--- config.mk ---
export PLATFORM = sky130hd
export DESIGN_NAME = mem_arbiter
export DESIGN_NICKNAME = d
export VERILOG_FILES = /design/src/rtl/mem_arbiter_pkg.sv /design/src/rtl/mem_arbiter_rr.sv /design/src/rtl/mem_arbiter.sv
export SDC_FILE = /design/constraint.sdc
export NUM_CORES = 1
export LEC_CHECK = 0
export CORE_MARGIN = 3
export CORE_UTILIZATION = 31
export CTS_CLUSTER_DIAMETER = 150
export CTS_CLUSTER_SIZE = 16
export DETAILED_ROUTE_END_ITERATION = 10
export PLACE_DENSITY = 0.79
export SYNTH_ARGS = -nofsm -noshare
export SYNTH_HDL_FRONTEND = slang
export SYNTH_SLANG_ARGS = --single-unit
--- constraint.sdc ---
create_clock -name clk -period 1.23 [get_ports clk]
set_input_delay 0.246 -clock clk [delete_from_list [all_inputs] [get_ports clk]]
set_output_delay 0.246 -clock clk [all_outputs]
set_load 0.02 [all_outputs]
--- src/rtl/mem_arbiter_pkg.sv ---
// Shared port identifiers, lock-owner encodings and read-tag payload for mem_arbiter.
package mem_arbiter_pkg;

    localparam logic       PORT_A   = 1'b0;
    localparam logic       PORT_B   = 1'b1;

    localparam logic [1:0] OWN_NONE = 2'b00;
    localparam logic [1:0] OWN_A    = 2'b01;
    localparam logic [1:0] OWN_B    = 2'b10;

    // Tag carried alongside a read while it travels through the memory.
    typedef struct packed {
        logic valid;
        logic port;
    } rd_tag_t;

endpackage

--- src/rtl/mem_arbiter_rr.sv ---
// Two-way round-robin picker: the lock owner takes the bus, otherwise the port that went last loses the tie.
module mem_arbiter_rr
    import mem_arbiter_pkg::*;
(
    input  logic       a_req,
    input  logic       b_req,
    input  logic       last_gnt,
    input  logic [1:0] lock_owner,
    output logic       a_gnt_c,
    output logic       b_gnt_c
);

    always_comb begin
        a_gnt_c = 1'b0;
        b_gnt_c = 1'b0;
        if (lock_owner == OWN_A) begin
            a_gnt_c = a_req;
        end else if (lock_owner == OWN_B) begin
            b_gnt_c = b_req;
        end else if (a_req && b_req) begin
            a_gnt_c = (last_gnt == PORT_B);
            b_gnt_c = (last_gnt == PORT_A);
        end else begin
            a_gnt_c = a_req;
            b_gnt_c = b_req;
        end
    end

endmodule

--- src/rtl/mem_arbiter.sv ---
// Shares the mem_wrapper bus between CPU (port A) and UART loader (port B), one access per cycle.
// Define MEM_ARB_LOCK_EN to enable bus locking with a LOCK_MAX consecutive-grant limit.
module mem_arbiter
    import mem_arbiter_pkg::*;
#(
    parameter int unsigned data_width = 8,
    parameter int unsigned addr_width = 8,
    parameter int unsigned LOCK_MAX   = 16
) (
    input  logic                  clk,
    input  logic                  rst,
    input  logic                  a_req,
    input  logic                  a_we,
    input  logic [addr_width-1:0] a_addr,
    input  logic [data_width-1:0] a_din,
    input  logic                  a_mmio,
    input  logic                  a_lock,
    output logic                  a_gnt,
    output logic                  a_rvalid,
    output logic [data_width-1:0] a_rdata,
    input  logic                  b_req,
    input  logic                  b_we,
    input  logic [addr_width-1:0] b_addr,
    input  logic [data_width-1:0] b_din,
    input  logic                  b_mmio,
    input  logic                  b_lock,
    output logic                  b_gnt,
    output logic                  b_rvalid,
    output logic [data_width-1:0] b_rdata,
    output logic [addr_width-1:0] mem_addr,
    output logic [data_width-1:0] mem_din,
    output logic                  mem_we,
    output logic                  mem_mmio,
    input  logic [data_width-1:0] mem_dout
);

    if (LOCK_MAX < 1) begin : g_lock_max_check
        $error("mem_arbiter: LOCK_MAX must be at least 1");
    end

    logic       last_gnt_q;
    logic [1:0] lock_owner_q;
    rd_tag_t    tag_q;
    logic       a_gnt_rr;
    logic       b_gnt_rr;
    logic       any_gnt;
    logic       sel_b;
    logic       sel_we;

    mem_arbiter_rr u_rr (
        .a_req      (a_req),
        .b_req      (b_req),
        .last_gnt   (last_gnt_q),
        .lock_owner (lock_owner_q),
        .a_gnt_c    (a_gnt_rr),
        .b_gnt_c    (b_gnt_rr)
    );

    // A grant during reset would be dropped by the register reset, so it is never offered.
    assign a_gnt   = a_gnt_rr & ~rst;
    assign b_gnt   = b_gnt_rr & ~rst;
    assign any_gnt = a_gnt | b_gnt;
    assign sel_b   = b_gnt;
    assign sel_we  = sel_b ? b_we : a_we;

    assign a_rdata = mem_dout;
    assign b_rdata = mem_dout;

    // Bus drive, round-robin history and the two-stage read tag pipeline.
    always_ff @(posedge clk) begin
        if (rst) begin
            mem_addr   <= '0;
            mem_din    <= '0;
            mem_we     <= 1'b0;
            mem_mmio   <= 1'b0;
            last_gnt_q <= PORT_B;
            tag_q      <= '0;
            a_rvalid   <= 1'b0;
            b_rvalid   <= 1'b0;
        end else begin
            mem_we <= any_gnt & sel_we;
            if (any_gnt) begin
                mem_addr   <= sel_b ? b_addr : a_addr;
                mem_din    <= sel_b ? b_din : a_din;
                mem_mmio   <= sel_b ? b_mmio : a_mmio;
                last_gnt_q <= sel_b ? PORT_B : PORT_A;
            end
            tag_q.valid <= any_gnt & ~sel_we;
            tag_q.port  <= sel_b ? PORT_B : PORT_A;
            a_rvalid    <= tag_q.valid & (tag_q.port == PORT_A);
            b_rvalid    <= tag_q.valid & (tag_q.port == PORT_B);
        end
    end

`ifdef MEM_ARB_LOCK_EN
    localparam int unsigned CNT_W = $clog2(LOCK_MAX + 1);

    logic [CNT_W-1:0] lock_cnt_q;
    logic [CNT_W-1:0] lock_cnt_d;
    logic [CNT_W-1:0] cnt_inc;
    logic [1:0]       lock_owner_d;
    logic [1:0]       gnt_own;
    logic             gnt_lock;
    logic             owner_req;

    // Lock ownership: set by a locked grant, dropped on unlock, idle owner or LOCK_MAX grants.
    always_comb begin
        lock_owner_d = lock_owner_q;
        lock_cnt_d   = lock_cnt_q;
        gnt_own      = sel_b ? OWN_B : OWN_A;
        gnt_lock     = sel_b ? b_lock : a_lock;
        owner_req    = (lock_owner_q == OWN_A) ? a_req : b_req;
        if (lock_owner_q != gnt_own) begin
            cnt_inc = CNT_W'(1);
        end else if (lock_cnt_q == CNT_W'(LOCK_MAX)) begin
            cnt_inc = lock_cnt_q;
        end else begin
            cnt_inc = lock_cnt_q + CNT_W'(1);
        end

        if ((lock_owner_q != OWN_NONE) && !owner_req) begin
            lock_owner_d = OWN_NONE;
            lock_cnt_d   = '0;
        end else if (any_gnt) begin
            if (!gnt_lock || (cnt_inc >= CNT_W'(LOCK_MAX))) begin
                lock_owner_d = OWN_NONE;
                lock_cnt_d   = '0;
            end else begin
                lock_owner_d = gnt_own;
                lock_cnt_d   = cnt_inc;
            end
        end
    end

    always_ff @(posedge clk) begin
        if (rst) begin
            lock_owner_q <= OWN_NONE;
            lock_cnt_q   <= '0;
        end else begin
            lock_owner_q <= lock_owner_d;
            lock_cnt_q   <= lock_cnt_d;
        end
    end
`else
    logic unused_lock;

    assign lock_owner_q = OWN_NONE;
    assign unused_lock  = &{1'b0, a_lock, b_lock};
`endif

endmodule

### Word level (Yosys, flattened, before mapping)

Index checks and enable logic that the tools add are counted.

* output and inout bits: 38
* flip-flop bits (word level): 23
* input port bits: 50
* word-level logic and storage cells: 28

* multiplexer cells: 7
* reductions and logical operators: 1
* bitwise logic cells: 11

Operators by type and width (count)
* $mux 8: 2
* $and 1x1->1: 6
* $mux 1: 5
* $not 1->1: 4
* $logic_and 1x1->1: 1
* $or 1x1->1: 1

### Depth between registers and ports, before layout

* depth in word-level cells: 6
* mapped depth: 5
* gate-level depth less buffers: 3

### Modules after synthesis

From an unflattened synthesis, not the netlist that was laid out.

* cells, all modules: 121
* area, all modules: 1176.1 um2

Modules (own cells, without submodules)
* mem_arbiter: sequential area each 460.4 um2, times used 1, area each 1129.8 um2, cells each 114
* mem_arbiter_rr: sequential area each 0.0 um2, times used 1, area each 46.3 um2, cells each 7

### Worst setup path before layout

Ideal clock, no wire load.

* path kind: input to register
* start point: input rst
* end point: register mem_addr[0]
* arrival: 1.132 ns
* stages on the path: 5
* library setup time: 0.103 ns
* buffers on the path: 2
* setup slack: -0.005 ns
* required time: 1.127 ns
* path through: and2b_4 and2_4 buf_6 buf_6 a2111oi_2

* word-level cells in the longest chain between the ends: 3

RTL lines
* start, declared: RTL line mem_arbiter.sv:11 `input logic rst,`
* $not 1->1 (*): RTL line mem_arbiter.sv:61 `assign b_gnt = b_gnt_rr & ~rst;`
* $and 1x1->1 (*): RTL line mem_arbiter.sv:61
* named net b_gnt: RTL line mem_arbiter.sv:27 `output logic b_gnt,`
* $mux 8 / $or 1x1->1 (equally long branches): RTL line mem_arbiter.sv:83, mem_arbiter.sv:62
* end signal, assigned: RTL line mem_arbiter.sv:83 `mem_addr <= sel_b ? b_addr : a_addr;`
* end, declared: RTL line mem_arbiter.sv:30 `output logic [addr_width-1:0] mem_addr,`

Mark *: on every way through the listed nets, which the timed path passes. The rest lies on a longest branch.
A chain may end at the register's enable or synchronous reset.

### Worst setup path after layout

* start point: register last_gnt_q
* end point: output a_gnt

* word-level cells in the longest chain between the ends: 2

RTL lines
* start, declared: RTL line mem_arbiter.sv:41 `logic last_gnt_q;`
* start signal, assigned: RTL line mem_arbiter.sv:86 `last_gnt_q <= sel_b ? PORT_B : PORT_A;`
* $mux 1: RTL line mem_arbiter_rr.sv:20 `end else if (a_req && b_req) begin`
* $and 1x1->1: RTL line mem_arbiter.sv:60 `assign a_gnt = a_gnt_rr & ~rst;`
* end, declared: RTL line mem_arbiter.sv:18 `output logic a_gnt,`

Every way passes these cells.

==> flow_summary.rst <==
.. list-table::
   :header-rows: 1

   * - Metric
     - Value
   * - Netlist Area Pre-Place
     - 1220 um2
   * - Min-delay worst type
     - primary input to register
   * - Worst EP required
     - slightly below 1000 ps
   * - Cell leakage power
     - 0.870 nW
   * - Total number of H-tree levels
     - 1
   * - Worst path arrival time
     - about 1000 ps
   * - Total iterations of the first detailed-routing run
     - 4
   * - Largest driver fanout on the critical path
     - 2
   * - Status
     - finished with violations
   * - Number of antenna cells inserted
     - 0
   * - Max Transition Viols Final
     - 0
   * - Area of the die
     - 4740 um2
   * - Worst setup path endpoint
     - a_gnt
   * - Placeable core region
     - ~3700 um2
   * - Largest net degree at the start of global routing
     - 21
   * - Cell Count, Final, Fillers Out
     - about 230
   * - Routed Wire Length
     - 3.71 mm
   * - Average cell area after synthesis
     - approximately 9 um2
   * - Iteration-0 DRC count of the detailed router
     - 28
   * - Transition time of the tightest slew-check pin
     - 472 ps
   * - Layout area overhead
     - 76.6%
   * - Cell Count Post-Placement
     - 226
   * - Proportion of synthesized chip area in sequential cells
     - 0.376
   * - Final period utilization
     - 1.02
   * - Max rail drop VDD
     - about 0.00055 V
   * - Number of top-level pins
     - around 90
   * - Wire per inst
     - roughly 16 um
   * - Number of antenna violations at the first check in global routing
     - 0
   * - Crit Reg-Reg Endpoint
     - mem_din[5]$_SDFFE_PP0P_
   * - Yosys reg bits
     - 23
   * - Placed wire-length estimate after detailed placement
     - 2.27 mm
   * - Ratio of cells with drive above 1 in the final layout
     - 0.349
   * - Wire length of the first global-routing pass
     - just under 5 mm
   * - Clk Latency, worst-skew pair
     - 260 ps
   * - Crit. End Element
     - output pin
   * - Synthesized net count
     - between 150 and 200
   * - Post-DRT Antenna Nets
     - 0
   * - Final worst path period need
     - roughly 1300 ps
   * - Initial Utilization
     - 0.327
   * - Number of buffers added by the clock tree synthesis step
     - 3
   * - Hold Path Stages
     - 3
   * - Power density over the cells
     - roughly 900 nW/um2
   * - RSZ-0062 raised after global routing
     - yes
   * - Vert. Die Dim
     - approximately 69 um
   * - Vias in the first global route
     - 1011
   * - Max-Cap Viols
     - 0
   * - Reg2Reg Depth
     - 4
   * - Reg-to-reg slack, setup
     - 10 ps
   * - Global route overflow
     - 0
   * - Clock edge transition at the registers on the reported setup and hold paths
     - ~90 ps
   * - Clock tree from TritonCTS
     - built
   * - Via density per instance
     - ~5.0
   * - Start point of the critical path
     - last_gnt_q$_SDFFE_PP1P_
   * - Post-route clock skew
     - between 3 and 4 ps
   * - Setup CP Type
     - register to output pin
   * - Synthesis Warnings
     - 0
   * - Die width
     - 68.9 um
   * - Failing checks
     - negative setup slack
   * - Worst-case hold slack
     - about 220 ps
   * - Fin Setup TNS
     - -52.4 ps
   * - Vias post-DR
     - 1160
   * - Maximum clock path buffer count
     - 2
   * - Final layout net count
     - between 200 and 250
   * - Clock sinks
     - 23
   * - Number of standard-cell rows in the floorplan
     - 22
   * - CTS root buf
     - clkbuf_8
   * - Max-slew headroom at the worst pin
     - 0.685
   * - Gate count after technology mapping
     - approximately 140
   * - Aggregate global-route resource usage
     - 0.135
   * - Unique cell type count in the Yosys netlist
     - 23
   * - Post-CTS Hold Fix Bufs
     - 0
   * - Drc violations
     - 0
   * - Buffers on Ports
     - slightly above 60
   * - Startpoint of the worst hold path
     - rst
   * - Setup violation total in the final timing report
     - 2
   * - Routability-driven placement congestion ratio
     - 0.735
   * - Kind of start point of the critical path
     - register
   * - R2R Path Start
     - last_gnt_q$_SDFFE_PP1P_
   * - Achievable Freq
     - about 790 MHz
   * - Final-report hold violation count
     - 0
   * - Setup ws final
     - -27.9 ps
   * - Total power
     - ~2.0 mW
## kinds of logic after synthesis
logic type,count (synthesis),synth area share
AND/OR/NAND/NOR,29,0.116
buffers and inverters,46,0.216
flip-flops,23,0.376
AO/OA/AOI/OAI,38,0.292
## critical path, stage by stage, from the launching register on
cell and delay, ps:
dfxtp_2 340, inv_2 40, a21oi_2 120, and2_4 150, buf_6 100
## what timing repair did
item	CTS	global route
gates cloned	0	3
setup buffers	0	1
gates resized for setup	59	50
setup endpoints to repair	41	21
pin swaps	2	15
## power by group
group	switching [mW]	leakage (nW)	internal [mW]	total, mW
Combinational	0.325	0.654	0.332	0.657
Sequential	0.0294	0.191	0.803	0.832
Clock	0.245	0.0255	0.226	0.471
Total	0.600	0.870	1.36	1.96
## worst min path at each step
stage                              endpoint  slack [ps]
floorplan           last_gnt_q$_SDFFE_PP1P_         350
global placement        a_rvalid$_SDFF_PP0_         410
detailed placement      a_rvalid$_SDFF_PP0_         420
CTS                 last_gnt_q$_SDFFE_PP1P_         320
global route        last_gnt_q$_SDFFE_PP1P_         220
finish              last_gnt_q$_SDFFE_PP1P_         220
## cell usage in the layout, fill, tap and decap left out, types with 4 or more instances in the layout
| master | count |
|---|---|
| dlygate4sd2_1 | 16 |
| clkdlybuf4s50_1 | 36 |
| clkdlybuf4s15_1 | 4 |
| nor2_2 | 6 |
| inv_1 | 18 |
| a211oi_1 | 5 |
| a2111oi_4 | 13 |
| a211oi_2 | 12 |
| buf_6 | 6 |
| dfxtp_1 | 22 |
| nor2_1 | 11 |
| buf_4 | 4 |
| a2111oi_2 | 4 |
## cell usage after synthesis
library cell / n / area share
dfxtp_1: 23 / 0.38
nor3b_1: 1 / 0.0061
and3_1: 1 / 0.0051
clkbuf_1: 3 / 0.0092
a2111oi_2: 9 / 0.11
nor2_1: 17 / 0.052
and2b_4: 1 / 0.0082
o21ai_0: 1 / 0.0041
and3b_1: 1 / 0.0072
a21bo_2: 1 / 0.0082
and2_4: 1 / 0.0072
buf_6: 3 / 0.028
a2111oi_0: 8 / 0.057
or2_2: 1 / 0.0051
nand2_1: 2 / 0.0061
nand3_1: 1 / 0.0041
buf_2: 4 / 0.016
a21oi_1: 2 / 0.0082
nor2_2: 1 / 0.0051
buf_4: 17 / 0.10
inv_1: 19 / 0.058
a211oi_1: 17 / 0.10
and2_1: 2 / 0.010
## routing by layer
| metal | GRT usage | share of wire | vias to the layer above |
|---|---|---|---|
| met2 | 0.240 | 0.53 | 33 |
| met1 | 0.171 | 0.41 | 565 |
| li1 | - | - | 560 |
| met4 | 0.0389 | 0.0059 | 0 |
| met5 | 0 | 0 | - |
| met3 | 0.0162 | 0.049 | 2 |
## through the flow
stage	utilization	area (um2)	worst slack (ps)
global route	0.578	2160	-86.7
finish	0.578	2160	-27.9
detailed placement	0.471	1760	-718
CTS	0.495	1850	-47.6
global placement	0.471	1760	-703
floorplan	-	1230	4.25
## registers in the layout (all words and copies together), names as in the netlist
signal and cells:
tag_q 2, b_rvalid 1, mem_we 1, mem_din 8
last_gnt_q 1, a_rvalid 1, mem_mmio 1, mem_addr 8
## final cells by class
| cell class | count | area (um2) |
|---|---|---|
| Sequential cell | 23 | 462 |
| Multi-Input combinational cell | 68 | 811 |
| Timing Repair Buffer | 72 | 713 |
| Fill cell | 328 | 1580 |
| Tap cell | 48 | 60.1 |
| Clock buffer | 3 | 41.3 |
| Inverter | 19 | 71.3 |
| Clock inverter | 1 | 5.00 |
Note: power is estimated with default switching activity, not from simulation.
